## src/rtl/cpeta_error_monitor.sv

```systemverilog
`default_nettype none
// +--------------------------------------------------------------------------+
// | cpeta_error_monitor                                                      |
// | Accumulates error-distance statistics of an approximate adder per run.  |
// | Revision: 1.0                                                            |
// +--------------------------------------------------------------------------+
module cpeta_error_monitor #(
  parameter int N  = 16,
  parameter int CW = 16
) (
  input  logic              clk,
  input  logic              rst,
  input  logic              start,
  input  logic [CW-1:0]     num_samples,
  input  logic              in_valid,
  output logic              in_ready,
  input  logic [N-1:0]      a,
  input  logic [N-1:0]      b,
  input  logic [N-1:0]      approx_sum,
  output logic              busy,
  output logic              done,
  output logic [CW-1:0]     err_count,
  output logic [N:0]        max_ed,
  output logic [N+CW:0]     sum_ed
);

  typedef enum logic [1:0] {
    IDLE  = 2'd0,
    RUN   = 2'd1,
    DRAIN = 2'd2,
    FIN   = 2'd3
  } state_t;

  state_t          r_state;
  state_t          w_next;
  logic [CW-1:0]   r_nsamp;
  logic [CW-1:0]   r_count;
  logic            r_s1_valid;
  logic [N:0]      r_s1_ed;
  logic [CW-1:0]   r_err_count;
  logic [N:0]      r_max_ed;
  logic [N+CW:0]   r_sum_ed;

  logic [N:0]      w_exact;
  logic [N:0]      w_apx;
  logic [N:0]      w_ed;
  logic            w_room;
  logic            w_accept;
  logic            w_last;
  logic            w_start_acc;

  // The carry-out of a+b is kept so wrap-around errors are measured exactly.
  assign w_exact     = {1'b0, a} + {1'b0, b};
  assign w_apx       = {1'b0, approx_sum};
  assign w_ed        = (w_exact >= w_apx) ? (w_exact - w_apx) : (w_apx - w_exact);

  assign w_room      = (r_count < r_nsamp);
  assign w_accept    = in_valid && in_ready;
  assign w_last      = w_accept && (r_count == (r_nsamp - CW'(1)));
  assign w_start_acc = (r_state == IDLE) && start;

  assign err_count   = r_err_count;
  assign max_ed      = r_max_ed;
  assign sum_ed      = r_sum_ed;

  always_ff @(posedge clk or posedge rst) begin
    if (rst) begin
      r_state <= IDLE;
    end else begin
      r_state <= w_next;
    end
  end

  always_comb begin
    w_next   = r_state;
    in_ready = 1'b0;
    busy     = 1'b0;
    done     = 1'b0;
    case (r_state)
      IDLE: begin
        if (start) begin
          w_next = RUN;
        end
      end
      RUN: begin
        in_ready = w_room;
        busy     = 1'b1;
        // A zero-length run leaves immediately since there is never room.
        if (w_last || !w_room) begin
          w_next = DRAIN;
        end
      end
      DRAIN: begin
        busy = 1'b1;
        if (!r_s1_valid) begin
          w_next = FIN;
        end
      end
      FIN: begin
        done   = 1'b1;
        w_next = IDLE;
      end
      default: begin
        w_next = IDLE;
      end
    endcase
  end

  always_ff @(posedge clk or posedge rst) begin
    if (rst) begin
      r_nsamp     <= '0;
      r_count     <= '0;
      r_s1_valid  <= 1'b0;
      r_s1_ed     <= '0;
      r_err_count <= '0;
      r_max_ed    <= '0;
      r_sum_ed    <= '0;
    end else begin
      r_s1_valid <= w_accept;
      if (w_accept) begin
        r_s1_ed <= w_ed;
        r_count <= r_count + CW'(1);
      end
      if (w_start_acc) begin
        r_nsamp     <= num_samples;
        r_count     <= '0;
        r_err_count <= '0;
        r_max_ed    <= '0;
        r_sum_ed    <= '0;
      end else if (r_s1_valid) begin
        r_sum_ed    <= r_sum_ed + {{CW{1'b0}}, r_s1_ed};
        r_err_count <= r_err_count + CW'(r_s1_ed != '0);
        if (r_s1_ed > r_max_ed) begin
          r_max_ed <= r_s1_ed;
        end
      end
    end
  end

endmodule
`default_nettype wire

```

## config.mk

```make
export PLATFORM = sky130hd
export DESIGN_NAME = cpeta_error_monitor
export DESIGN_NICKNAME = d
export VERILOG_FILES = /design/src/rtl/cpeta_error_monitor.sv
export SDC_FILE = /design/constraint.sdc
export NUM_CORES = 1
export LEC_CHECK = 0
export BUFFER_PORTS_ARGS = -buffer_cell sky130_fd_sc_hd__buf_2
export CAP_MARGIN = 20
export CORE_UTILIZATION = 50
export DETAILED_ROUTE_END_ITERATION = 8
export PLACE_DENSITY = 0.73
export SLEW_MARGIN = 20
export SYNTH_ARGS = -nofsm -noshare
export SYNTH_HDL_FRONTEND = slang
export SYNTH_SLANG_ARGS = --single-unit
```

## constraint.sdc

```tcl
create_clock -name clk -period 6.2 [get_ports clk]
set_clock_uncertainty 0.15 [all_clocks]
set_input_delay 0.31 -clock clk [delete_from_list [all_inputs] [get_ports clk]]
set_output_delay 0.31 -clock clk [all_outputs]
set_load 0.02 [all_outputs]
```

==> flow_metrics.py <==
metrics = {
    "global_route": {
        "grtUsageTotal_pct": 23.3,
        "grt-ovfl-total": 0,
        "antenna_found_initial": 0,
        "grt_max_degree": 115,
        "grt_pass1_wl_um": 37000,
        "grt_pass1_vias": 7798,
    },
    "yosys": {
        "syn_avg_cell_area_um2": 8.74,
        "ys_types": 74,
        "synth_simple_gate_area_share_pct": 17.6,
        "yosysSeqAreaShare_pct": 31.3,
        "syn_nets": 1257,
        "yosysWarningCount": 0,
        "async_flop_share_pct": 100,
        "synthAdderAreaFrac_pct": 15.1,
        "postSynthCellCount": 1078,
        "synth_edf_count": 0,
        "ys_seq_elements": 118,
        "synth_ff_type": "dfrtp_1",
        "synth_mux_area_share_pct": 5.46,
        "synth-xor-area-share_pct": 9.76,
        "synth_area_um2": 9430,
        "synth_top_family_by_area": "simple AND/OR/NAND/NOR gates",
        "synth_compound_area_share_pct": 15.3,
    },
    "layout": {
        "area_growth_pct": 17.1,
        "final_util_pct": 60.6,
        "finalNonFillerCells": 1461,
        "n_antenna_cell": 0,
        "final_cell_mix": "136 x buf_2, 118 x dfrtp_1, 108 x nor2_1, 107 x ha_1, 91 x inv_1",
        "layout_commonest_cell": "buf_2",
        "final.fill_count": 1572,
        "final_nets": 1398,
        "drive_gt1_share_pct": 15.6,
    },
    "sta": {
        "period_needed_ns": 4.74,
        "fin_hold_ws_ns": 0.0198,
        "worstMarginPinSlew_ns": 0.842,
        "fin_crit_sh_pct": 76.5,
        "finalSetupTns_ns": 0,
        "final_hold_viol_count": 0,
        "rsz0062_at_grt": "false",
        "slew_headroom_pct": 43.9,
        "setup-violations-final": 0,
        "max_freq_mhz": 211,
        "final_max_slew_viol_count": 0,
    },
    "clocking": {
        "tritoncts": "yes",
        "h-tree-depth": 4,
        "cts_buffers": 17,
        "hold_buffers": 16,
        "cts_root_buf": "clkbuf_16",
        "clockBufferDepth": 2,
        "clock_sinks": 118,
        "postCtsSetupRepairBufs": 0,
        "insertion_delay_ns": 0.41,
        "ctsResizeCount": 0,
        "clkTransAtPathRegs_ns": 0.05,
    },
    "min_path": {
        "hp-class": "primary input to flip-flop",
        "hp-start": "num_samples[15]",
        "hold_path_depth": 3,
        "min_to": "r_nsamp[15]$_DFFE_PP0P_",
    },
    "critical_path": {
        "rrSetupSlack_ns": 2.81,
        "r2r_start": "r_s1_ed[0]$_DFFE_PP0P_",
        "ff2ff_path_depth": 12,
        "cp_slowest_stage_delay_ns": 0.44,
        "crit_chain": "buf_2, ha_1, a21o_1, a21oi_1, o21bai_1, a21oi_1, o21ai_0, a211oi_1, o41ai_1, a21oi_1, xnor2_1, ha_1, a21oi_1, o31a_1, nand3_1, a211oi_4, buf_4, mux2_1, a31oi_1, xor2_1, o21ai_1",
        "cp.required_ns": 6.33,
        "cp_num_buf_inv": 2,
        "cpMaxStageDelayCell": "a211oi_1",
        "cpLargestDelayFamily": "compound AO/OA/AOI/OAI gates",
        "cp_max_fo": 29,
        "worst-endpoint-arrival_ns": 4.87,
        "critical_path_class": "primary input to flip-flop",
        "start_kind": "primary input",
        "path_common_cell": "a21oi_1",
        "cp-end-kind": "flip-flop",
        "r2r-end": "sum_ed[24]$_DFFE_PP0P_",
    },
    "placement": {
        "dp_cells": 1412,
        "routabilityCongestion": 0.881,
        "io_buffers": 136,
        "dp_hpwl_um": 16300,
    },
    "power_and_ir_drop": {
        "switching_share_pct": 42.2,
        "p_total_mw": 4.38,
        "combinationalPowerShare_pct": 48.6,
        "p_int_mw": 2.53,
        "ir_drop_mv": 0.246,
        "leakage_nw": 5.50,
        "p_per_area_nw_per_um2": 397,
        "switching_power_mw": 1.85,
        "p_seq_share_pct": 29.6,
        "power_frac_clock_pct": 21.8,
    },
    "route": {
        "viasPerCell": 5.49,
        "antenna_left": 0,
        "vias": 8019,
        "wl_per_cell_um": 15.0,
        "routed_wl_um": 22000,
        "drt-pass1-iter-count": 5,
        "drt_iter0_markers": 467,
        "drc": 0,
    },
    "flow_run": {
        "max_cap_violations": 0,
    },
    "floorplan": {
        "io_pins": 137,
        "start_util_pct": 51.8,
        "die_area_um2": 19400,
        "chipHeight_um": 139,
        "die_x_um": 139,
        "fp.coreArea_um2": 18200,
        "placementRows": 49,
    },
    "status": {
        "status": "complete, no violations",
    },
}
[state kept, by name, summed over array words and instances (netlist names)]
register,flops
r_count,16
max_ed,17
r_state,2
r_s1_valid,1
err_count,16
r_nsamp,16
sum_ed,33
r_s1_ed,17
[through the flow]
step	worst slack [ns]	cell area [µm²]
floorplan	1.95	9430
global placement	1.19	10300
detailed placement	1.09	10300
CTS	1.50	11000
global route	1.17	11000
finish	1.46	11000
[layout make-up]
class	instances	area, µm²	area share [%]
clock inverters	12	129	1.17
flip-flops and latches	118	2950	26.8
clock buffers	20	457	4.14
multi-input cells	830	5960	54.0
repair buffers	158	897	8.13
inverters	94	355	3.22
well taps	229	287	2.60
[cell families (layout without fill, tap and decap cells)]
family,after synthesis,after routing
AND/OR/NAND/NOR,339,339
AO/OA/AOI/OAI,226,226
buffers and inverters,130,284
flip-flops,118,118
adder cells (fa/ha/maj),111,111
XOR/XNOR,105,105
multiplexers,49,49
[power by group through the flow]
stage               Sequential, mW  Combinational [mW]  Clock (mW)
detailed placement            1.31                2.11           0
global placement              1.29                2.06           0
floorplan                     1.40                1.47           0
CTS                           1.30                2.14       0.974
global route                  1.33                2.38        1.00
finish                        1.30                2.13       0.954
[worst register-to-register path: stages (launching register included)]
cell and delay [ns]:
dfrtp_1 0.44, ha_1 0.20, inv_1 0.05, fa_1 0.41, nor2b_1 0.13, o21a_1 0.13
o21ai_1 0.12, a211oi_1 0.47, o311ai_1 0.20, a31oi_1 0.53, nor2b_1 0.23, xnor2_1 0.13
nor2_1 0.05
[how the worst max path moves through the flow]
stage          startpoint                       to  cells after the start
2_1_floorplan        a[0]  r_s1_ed[11]$_DFFE_PP0P_                     20
3_3_place_gp         a[1]   r_s1_ed[3]$_DFFE_PP0P_                     21
3_5_place_dp         a[1]   r_s1_ed[3]$_DFFE_PP0P_                     21
4_1_cts              a[1]   r_s1_ed[3]$_DFFE_PP0P_                     21
5_1_grt              a[1]   r_s1_ed[3]$_DFFE_PP0P_                     21
6_report             a[1]   r_s1_ed[3]$_DFFE_PP0P_                     21
[cells in the mapped netlist (3+ instances only)]
cell	n	area, µm²
o21ai_0	44	220
clkbuf_1	25	93.8
nand3b_1	3	22.5
nand2b_1	7	43.8
buf_1	3	11.3
or3_1	11	68.8
o31a_1	3	26.3
nor2_1	108	405
o21a_1	11	82.6
and3_1	11	68.8
a21oi_1	59	295
mux2i_1	45	450
inv_1	92	345
and4_1	4	35.0
o22ai_1	3	18.8
o21bai_1	8	60.1
xor2_1	43	377
nand4_1	27	169
buf_2	4	20.0
o21ai_1	21	105
a211oi_1	13	97.6
nor2b_1	10	62.6
ha_1	107	1340
and2_1	10	62.6
nor3b_1	3	22.5
dfrtp_1	118	2950
fa_1	4	80.1
nor4_1	5	31.3
a21o_1	26	195
nand3_1	28	140
xnor2_1	62	543
nor3_1	22	110
a31oi_1	7	43.8
o211ai_1	6	45.0
buf_6	4	45.0
nand2_1	78	293
[layer usage]
metal | wire (µm) | global-route usage, % | up-vias | part of all wire [%]
met2 | 10100 | 38.3 | 206 | 46
met3 | 1020 | 3.85 | 27 | 4.7
met5 | 0 | 0 | - | 0
met4 | 446 | 7.78 | 0 | 2.0
li1 | - | - | 4041 | -
met1 | 10400 | 31.0 | 3745 | 48
Power figures use the tool's default switching activity.
